File: src/rtl/seg7_scan_disp_pkg.sv
// Shared constants for the seven-segment display stages: hex glyph table
// and the all-dark anode/segment patterns.
package seg7_scan_disp_pkg;

    typedef logic [2:0] digit_idx_t;

    localparam logic [7:0] AN_OFF  = 8'hFF;
    localparam logic [7:0] SEG_OFF = 8'hFF;

    // Active-low {g,f,e,d,c,b,a}; entry n is the glyph for hex digit n.
    localparam logic [15:0][6:0] SEG_TABLE = {
        7'h0E, 7'h06, 7'h21, 7'h46, 7'h03, 7'h08, 7'h10, 7'h00,
        7'h78, 7'h02, 7'h12, 7'h19, 7'h30, 7'h24, 7'h79, 7'h40
    };

endpackage

File: src/rtl/seg7_scan_disp_hex2seg7.sv
// Combinational hex nibble to active-low seven-segment glyph decoder.
module hex2seg7
    import seg7_scan_disp_pkg::*;
(
    input  logic [3:0] nibble,
    output logic [6:0] seg_n
);

    assign seg_n = SEG_TABLE[nibble];

endmodule

File: src/rtl/seg7_scan_disp.sv
// Eight-digit multiplexed common-anode display driver with per-frame word
// snapshot, per-digit blink and decimal-point control.
module seg7_scan_disp
    import seg7_scan_disp_pkg::*;
#(
    parameter int SCAN_DIV_W  = 17,
    parameter int BLINK_DIV_W = 25
) (
    input  logic        clk,
    input  logic        rst,
    input  logic [31:0] hexs,
    input  logic [7:0]  point,
    input  logic [7:0]  blink,
    input  logic        en,
    output logic [7:0]  AN,
    output logic [7:0]  SEGMENT
);

    localparam logic [SCAN_DIV_W-1:0]  PRESC_ONE = 1;
    localparam logic [BLINK_DIV_W-1:0] BLINK_ONE = 1;

    logic [SCAN_DIV_W-1:0]  presc_q, presc_d;
    logic [BLINK_DIV_W-1:0] blink_cnt_q, blink_cnt_d;
    digit_idx_t             idx_q, idx_d;
    logic                   phase_q, phase_d;
    logic [31:0]            snap_q, snap_d;
    logic [7:0]             an_q, an_d;
    logic [7:0]             seg_q, seg_d;

    logic                   tick;
    logic                   lit;
    logic [3:0]             nibble;
    logic [6:0]             glyph_n;

    hex2seg7 u_dec (
        .nibble (nibble),
        .seg_n  (glyph_n)
    );

    always_comb begin
        tick        = &presc_q;
        presc_d     = presc_q + PRESC_ONE;
        idx_d       = tick ? idx_q + 3'd1 : idx_q;
        // Latch the word only as the last digit ends so a frame never tears.
        snap_d      = (tick && idx_q == 3'd7) ? hexs : snap_q;
        blink_cnt_d = blink_cnt_q + BLINK_ONE;
        phase_d     = (&blink_cnt_q) ? ~phase_q : phase_q;

        nibble      = snap_q[{idx_q, 2'b00} +: 4];
        lit         = en & ~(blink[idx_q] & phase_q);
        an_d        = lit ? ~(8'b1 << idx_q) : AN_OFF;
        seg_d       = lit ? {~point[idx_q], glyph_n} : SEG_OFF;
    end

    always_ff @(posedge clk) begin
        if (rst) begin
            presc_q     <= '0;
            blink_cnt_q <= '0;
            idx_q       <= '0;
            phase_q     <= 1'b0;
            snap_q      <= '0;
            an_q        <= AN_OFF;
            seg_q       <= SEG_OFF;
        end else begin
            presc_q     <= presc_d;
            blink_cnt_q <= blink_cnt_d;
            idx_q       <= idx_d;
            phase_q     <= phase_d;
            snap_q      <= snap_d;
            an_q        <= an_d;
            seg_q       <= seg_d;
        end
    end

    assign AN      = an_q;
    assign SEGMENT = seg_q;

endmodule

File: config.mk
export PLATFORM = sky130hd
export DESIGN_NAME = seg7_scan_disp
export DESIGN_NICKNAME = d
export VERILOG_FILES = /design/src/rtl/seg7_scan_disp_pkg.sv /design/src/rtl/seg7_scan_disp_hex2seg7.sv /design/src/rtl/seg7_scan_disp.sv
export SDC_FILE = /design/constraint.sdc
export NUM_CORES = 1
export LEC_CHECK = 0
export CORE_MARGIN = 3
export CORE_UTILIZATION = 40
export CTS_CLUSTER_DIAMETER = 30
export DETAILED_ROUTE_END_ITERATION = 8
export SYNTH_ARGS = -nofsm -noshare
export SYNTH_HDL_FRONTEND = slang
export SYNTH_SLANG_ARGS = --single-unit
File: constraint.sdc
create_clock -name clk -period 2.3 [get_ports clk]
set_clock_uncertainty 0.2 [all_clocks]
set_input_delay 0.46 -clock clk [delete_from_list [all_inputs] [get_ports clk]]
set_output_delay 0.46 -clock clk [all_outputs]
set_load 0.01 [all_outputs]
* Word level (Yosys, flattened, before mapping)
Memory sizes are Yosys's and may differ from the RTL's. A register that Yosys moved wholly into a read port is not among the register bits.
Cells that the tools add are included.
** Storage, ports and cells
- Flip-flop bits (word level) :: 94
- ROM bits :: 112
- Input bits :: 51
- Output and inout port bits :: 16
- Logic and storage cells :: 32
- Memories :: 1
** Operators by class
- Add/subtract/negate cells :: 3
- Magnitude comparators :: 2
- Eq/ne operators :: 1
- Shifts and indexed selects :: 2
- Muxes and demuxes :: 5
- Bitwise gates (word level) :: 7
- Reduce and logical (&&, ||, !) cells :: 4
** Memories
- (name not given) :: depth 16, bits a word 7, rd ports 1, clocked after Yosys merged registers in 1, write ports 0, RTL line seg7_scan_disp_hex2seg7.sv:9 : assign seg_n = SEG_TABLE[nibble];
** Operator list (number)
- variable part select 32 x 6 -> 4 bit :: 1
- adder 25 x 1 -> 25 bit (second input constant) :: 1
- AND reduction 25 bit :: 1
- adder 17 x 1 -> 17 bit (second input constant) :: 1
- AND reduction 17 bit :: 1
- NOT 8 bit :: 1
- << shifter 1 x 3 -> 8 bit (first input constant) :: 1
- 2-to-1 mux 7 bit :: 1
- binary-select mux 1 bit (select 3 bit) :: 2
- less-than comparator 4 x 5 -> 1 bit (second input constant) :: 1
- less-than comparator 3 x 4 -> 1 bit (second input constant) :: 1
- NOT 1 bit :: 4
- adder 3 x 1 -> 3 bit (second input constant) :: 1
- equality test 3 bit (second input constant) :: 1
- AND 1 bit :: 2
- 2-to-1 mux 1 bit :: 2
- OR reduction 2 bit :: 1
- logical AND 1 bit :: 1

* Depth between registers and ports, before layout
Gate-level depths: netlist of the first run.
- Depth after elaboration :: 7
- Gate-level depth with buffers :: 10
- Gate-level depth less buffers :: 8

* Hierarchy
From an unflattened synthesis of the first run, not the netlist that was laid out.
** Unflattened totals
- Cell total of the unflattened synthesis :: 480
- Area total of the unflattened synthesis :: 4267.8 sq um
** Modules (own cells, without submodules)
- seg7_scan_disp :: instances 1, cells each 445, area each 3997.6 sq um
- hex2seg7 :: instances 1, cells each 35, area each 270.3 sq um

* Worst setup path after synthesis of the first run
OpenSTA, ideal clock, no wires.
- Path kind :: register to register
- Start :: register idx_q[0]
- End :: register seg_q[4] (netlist: SEGMENT[4])
- Setup time :: 135 ps
- Arrival time :: 2055 ps
- Required time :: 1965 ps
- Setup slack :: -90 ps
- Cell stages (with the launch flop) :: 10
- Path buffers :: 2
- Clock period less this slack :: 2390 ps
- Cell sequence :: dfxtp_1 -> buf_6 -> buf_12 -> mux4_2 -> mux2i_4 -> inv_2 -> ha_1 -> mux2_2 -> nand2_1 -> o311ai_1
** On the way
- Word-level cells in the longest chain between the ends :: 7
- Elaborated cells between the ends (all ways) :: 8
** Ends and longest elaborated chain
- start, declared :: RTL line seg7_scan_disp.sv:24 : digit_idx_t idx_q, idx_d;
- start signal, assigned :: RTL line seg7_scan_disp.sv:67 : idx_q <= idx_d;
- binary-select mux 1 bit (select 3 bit) :: RTL line seg7_scan_disp.sv:50 : lit = en & ~(blink[idx_q] & phase_q);
- 2-to-1 mux 1 bit (not written as such) :: RTL line seg7_scan_disp.sv:50
- AND 1 bit :: RTL line seg7_scan_disp.sv:50
- NOT 1 bit :: RTL line seg7_scan_disp.sv:50
- AND 1 bit :: RTL line seg7_scan_disp.sv:50
- NOT 1 bit (no line)
- OR reduction 2 bit (no line)
- end, declared :: RTL line seg7_scan_disp.sv:28 : logic [7:0] seg_q, seg_d;
Parallel ways exist; a longest one is shown, timed or not. The select of a mux whose other input is x is not followed.
A chain may end at the register's enable or synchronous reset.

* Worst setup path in the final report of the first run
Same ends and word-level chain as after synthesis.

==> metrics, run 1 <==
number of synthesized flops with an enable pin=0; simple-gate portion of the synthesized area=a little over a fifth; row cnt=36; Die X=109 µm; via count=3,380; CTS Buffer Depth=2; DIE HEIGHT=roughly 110 µm; Yosys top cell area share=44.3%; crit path cell chain=buf_12, mux4_2, mux2i_4, inv_2, ha_4, mux2_2, nand2_1, o311ai_1; Bufs and invs on worst path=2; total CTS buffers=9; mux contribution to synthesized area=9.64%; part of the cycle the worst path needs=between 90% and 100%; Critical Path End Type=flop; Hold Path Class=flop to flop; hold buffers post-CTS=0; initial drt markers=121; pin count of the biggest net entering global routing=80; relative slew slack=72.2%; post-synthesis sequential area ratio=44.3%; Diodes inserted=0; Yosys reg bits=94; RD Place Congestion=0.810; complex-gate fraction of the synthesized area=8.69%; total grt overflow=0; DRC Markers=0; dpl hpwl=6620 µm; Hold Slack=between 200 and 300 ps; first-pass GRT wire length=15,400 µm; Slowest-stage cell, CP=mux4_2; Worst setup SP type=flop; post-synthesis adder-cell area fraction=4.42%; Crit path max-delay family=multiplexers; Most used DFF post-synth=dfxtp_1; syn_nets=527; gr usage total=between 15 and 20%; peak supply drop=219 µV; Power Dens Cells=532 nW/µm²; largest family of logic cells by synthesized area=simple AND/OR/NAND/NOR gates; critical path required time=2330 ps; Slew Limit Fails=0; share of layout cells above drive strength 1=~15%; Post-Layout Cell Count=683; leakage=1.94 nW; post-synthesis async set-or-reset flop share=0%; CTS sink count=94; initial antenna violation count=1; TritonRoute pass-1 iters=4; Critical Setup Path Class=flop to flop; crit path time final=approximately 2200 ps; placed cells=666; Netlist Area Pre-Place=4250 µm²; cell taking the most area after synthesis=dfxtp_1; via-per-instance ratio=between 4 and 5; synth unique cells=49; f_max=450 MHz; peak per-stage delay on the critical path=540 ps; core outline area=10,000 µm²; critical path arrival=2250 ps; I/O pins=67; area grow syn2layout=28.2%; Avg Synthesized Cell Area=9.21 µm²; # fillers=885; synthesis warning total=0; Setup violations, final=0; Total Nets Final=around 610; Final ANT Viol Nets=0; Mapped Cells=461; final hold violation count=0; status=finished clean; Slew @ Worst Pin=around 420 ps; port buffer count=66; worst skew pair latency=360 ps; CTS tree=yes; vias in the first global route=3,331; Total Wirelength=around 9100 µm; Avg WL per Cell=13.4 µm; Worst-path clk slew=100 ps; H-tree levels=3; Initial Utilization=42.3%; die area=between 10,000 and 15,000 µm²; Max Fanout on Critical Path=8; clk root buf=clkbuf_8; XOR/XNOR Fraction of Synth Area=~6.8%; max_cap viols=0; Synth area leaders=dfxtp_1 44%, nand2_1 8.0%, a21oi_1 4.6%, ha_1 4.4%, mux4_1 3.7%
## logic make-up after synthesis
| family | count (synthesis) |
|---|---|
| buf+inv | 33 |
| fa+ha+maj | 15 |
| xor+xnor | 33 |
| mux | 23 |
| flops | 94 |
| simple gates | 202 |
| compound gates | 61 |
## cells in the mapped netlist, types with 7 or more instances
master / number
a21oi_1: 39
clkbuf_1: 17
dfxtp_1: 94
ha_1: 15
nand2_1: 90
nand3_1: 17
nand4_1: 8
nor2_1: 42
nor3_1: 7
o21ai_0: 7
xnor2_1: 17
xor2_1: 16
## state kept, by name (all words and copies together), names as in the netlist
signal / cells
snap_q: 32
AN: 8
idx_q: 3
phase_q: 1
presc_q: 17
SEGMENT: 8
blink_cnt_q: 25
## metal layers
metal | vias to the layer above | part of all wire (%) | GRT usage (%) | wire [µm]
met3 | 12 | 6.4 | 4.56 | 585
met2 | 66 | 47 | 26.6 | 4270
met5 | - | 0.14 | 0 | 13
li1 | 1737 | - | - | -
met4 | 2 | 1.3 | 5.41 | 123
met1 | 1563 | 45 | 20.7 | 4150
## area by class of cell
type | instances | area (µm²) | share of cell area (%)
Sequential cell | 94 | 1890 | 34.7
Inverter | 8 | 30.0 | 0.552
Timing Repair Buffer | 98 | 958 | 17.6
Tap cell | 133 | 166 | 3.06
Multi-Input combinational cell | 334 | 2210 | 40.6
Clock buffer | 10 | 138 | 2.53
Clock inverter | 6 | 53.8 | 0.989
## worst reg2reg max path, stage by stage, from the launching register on
cell	delay (ps)
dfxtp_2	360
buf_12	130
mux4_2	540
mux2i_4	200
inv_2	90
ha_4	170
mux2_2	250
nand2_1	70
o311ai_1	90
## power breakdown
part	internal [mW]	leakage [nW]	switching [mW]
Combinational	0.116	1.08	0.0613
Clock	0.442	0.0954	0.624
Sequential	1.64	0.762	0.0102
Total	2.20	1.94	0.696
## path summary, 6_finish.rpt
check | slack, ps | cells past startpoint | start | end
setup reg to reg | 80 | 8 | idx_q[0] | SEGMENT[4]
hold reg to reg | 260 | 2 | snap_q[15] | snap_q[15]
hold / removal | 260 | 2 | snap_q[15] | snap_q[15]
setup / recovery | 80 | 8 | idx_q[0] | SEGMENT[4]
## layout by cell type (no fill, tap or decap), types with 2 or more instances in the layout
cell	Yosys	layout
nand2_1	90	90
nor2b_1	5	5
o21a_1	2	2
nand3_2	3	3
inv_6	0	2
and3_1	6	5
and4_1	5	4
or3_1	6	6
clkdlybuf4s50_1	0	65
clkbuf_8	0	10
nand4_1	8	8
and2_4	1	3
xor2_1	16	16
nand2b_1	2	2
a21oi_1	39	39
buf_4	1	27
mux4_2	4	6
nor4_1	6	6
o21ai_1	2	3
o21ai_0	7	6
xnor2_1	17	17
mux2_2	4	4
inv_1	6	6
nor3_1	7	7
buf_12	1	5
mux4_1	6	4
dfxtp_2	0	3
inv_2	2	2
dfxtp_1	94	91
ha_1	15	13
mux2i_1	5	5
a211oi_1	2	2
clkinv_4	0	2
mux2i_4	1	2
mux2_4	2	2
nand3_1	17	17
nor2_1	42	42
## through the flow
step	worst slack, ps	power, mW	util, %	area [µm²]	setup TNS, ps
floorplan	0.608	1.75	-	4260	0
global placement	-202	1.87	52.1	5230	-2460
detailed placement	-220	1.87	52.1	5230	-2770
CTS	21.7	2.94	54.0	5420	0
global route	-3.77	3.02	54.2	5440	-3.77
finish	78.4	2.90	54.2	5440	0
## timing repair
action,4_1_cts,5_1_grt
endpoints found under the setup margin,0,37
buffers inserted,0,1
resized for setup,0,9
Power figures use the tool's default switching activity.
==> inputs of run 2 (changes only) <==
Settings changed: CORE_UTILIZATION 40 to 30.
==> metrics, run 2 (synthesized netlist as in run 1, its figures left out) <==
status=finished clean; Total Nets Final=613 (+0.33%); Slew Limit Fails=0 (unchanged); dpl hpwl=7170 µm (+8.2%); Diodes inserted=0 (unchanged); via-per-instance ratio=4.69 (-5.3%); TritonRoute pass-1 iters=4 (unchanged); Design Area, Final=5610 µm² (+3.2%); Power, Total=3.29 mW (+13%); clk root buf=clkbuf_16; worst r2r path cells=8 (unchanged); commonest non-fill, non-tap cells in the layout=90 x dfxtp_1, 89 x nand2_1, 65 x clkdlybuf4s50_1; Final ANT Viol Nets=0 (unchanged); part of the cycle the worst path needs=97.1% (+0.49 points); met2 usage=21.2% (-5.4 points); setup slack, reg-to-reg=70 ps (about the same); grt met1 use=15.6% (-5.1 points); Critical Path End Type=flop; peak supply drop=368 µV (+68%); Hold EP=snap_q[8]; placed cells=707 (+6.2%); relative slew slack=73.9% (+1.7 points); critical path required time=2310 ps (-20 ps); DRC Markers=0 (unchanged); Regs by FF count=snap_q (32), blink_cnt_q (25), presc_q (17); initial antenna violation count=0 (-1); final hold violation count=0 (unchanged); CTS Buffer Depth=2 (unchanged); die area=15,600 µm² (+31%); pin count of the biggest net entering global routing=73 (-8.8%); RSZ-0062 raised after global routing=true; DP Area=5240 µm² (+0.26%); origin of the critical flop-to-flop path=idx_q[0]; critical path arrival=2240 ps (about the same); largest register by flop count=snap_q; max_cap viols=0 (unchanged); total CTS buffers=9 (unchanged); vias in the first global route=3,372 (+1.2%); DIE HEIGHT=125 µm (+15%); I/O pins=67 (unchanged); Critical Setup Path Class=flop to flop; first-pass GRT wire length=16,200 µm (+5.3%); initial drt markers=200 (+65%); Total Wirelength=9650 µm (+5.5%); total grt overflow=0 (unchanged); Power Dens Cells=586 nW/µm² (+10%); row cnt=42 (+17%); port buffer count=66 (unchanged); Slew @ Worst Pin=388 ps (-28.5 ps); Hold Path Class=flop to flop; via count=3,412 (+0.95%); Worst setup SP type=flop; Die X=125 µm (+15%); Post-Layout Cell Count=728 (+6.6%); CTS tree=yes; most common cell after layout, fill and taps aside=dfxtp_1; Worst-path clk slew=70 ps (-30 ps); leakage=1.99 nW (+2.7%); worst skew pair latency=330 ps (-30 ps); Initial Utilization=31.3% (-11 points); share of layout cells above drive strength 1=16.1% (+1.0 points); Max Fanout on Critical Path=6 (-2); RD Place Congestion=0.832 (+2.8%); Hold Crit Depth=2 (unchanged); layer with the highest usage=met2; core outline area=13,600 µm² (+35%); reg-to-reg endpoint=SEGMENT[4]; crit path time final=2230 ps (+11.3 ps); max FFs per register=32 (unchanged); CTS sink count=94 (unchanged); Avg WL per Cell=13.3 µm (-1.0%); gr usage total=12.6% (-3.7 points); f_max=448 MHz (-0.51%); hold path start=snap_q[8]; M3 GR Usage=3.37% (-1.2 points); Setup violations, final=0 (unchanged); area grow syn2layout=32.2%; H-tree levels=3 (unchanged)
## run 2: cell count changes in the layout (fill, tap and decap cells not counted), sizes merged
cell / delta
inv: -3
buf: +2
bufinv: +1
clkbuf: +1
clkinv: +1
## run 2: power by group
part	switching, mW	internal, mW
registers	0.0115	1.64
logic	0.0636	0.116
clock network	0.608	0.845
## run 2: timing repair
action                                 CTS  global route
resized for setup                        2            15
setup buffers                            0             5
endpoints found under the hold margin    0             0
pin swaps                                1             5
hold buffers                             0             0
setup endpoints to repair                2            40
## run 2: final cells by class
class	instances	area (µm²)
fillers	1312	7950
multi-input cells	334	2230
flip-flops and latches	94	1890
repair buffers	100	948
clock buffers	11	233
well taps	176	220
clock inverters	5	60.1
inverters	8	30.0
## run 2: worst max-delay path: stages, from the launching register on
cell and delay [ps]:
dfxtp_4 370, buf_12 120, mux4_2 520, mux2i_4 190
inv_2 100, ha_4 190, mux2_4 270, nand2_2 60
o311ai_2 90
## run 2: metal layers
metal / vias up / part of all wire [%]
li1: 1749 / -
met1: 1584 / 45
met2: 67 / 49
met3: 12 / 4.3
met4: 0 / 1.5
met5: - / 0
## run 2: how the worst max path moves through the flow
stage	from	endpoint	depth (start not counted)
2_1_floorplan	idx_q[0]	SEGMENT[4]	9
3_3_place_gp	blink[5]	SEGMENT[2]	6
3_5_place_dp	blink[5]	AN[4]	6
4_1_cts	idx_q[0]	SEGMENT[0]	7
5_1_grt	idx_q[0]	SEGMENT[4]	8
6_report	idx_q[0]	SEGMENT[4]	8
## run 2: through the flow
step	hold slack, ps	util [%]	TNS [ps]	setup slack (ps)
after floorplan	232	-	0	0.608
after global placement	238	38.7	-2300	-175
after detailed placement	246	38.7	-2750	-205
after CTS	239	40.9	0	0.716
after global routing	265	41.4	-12.4	-12.4
final	252	41.4	0	67.1
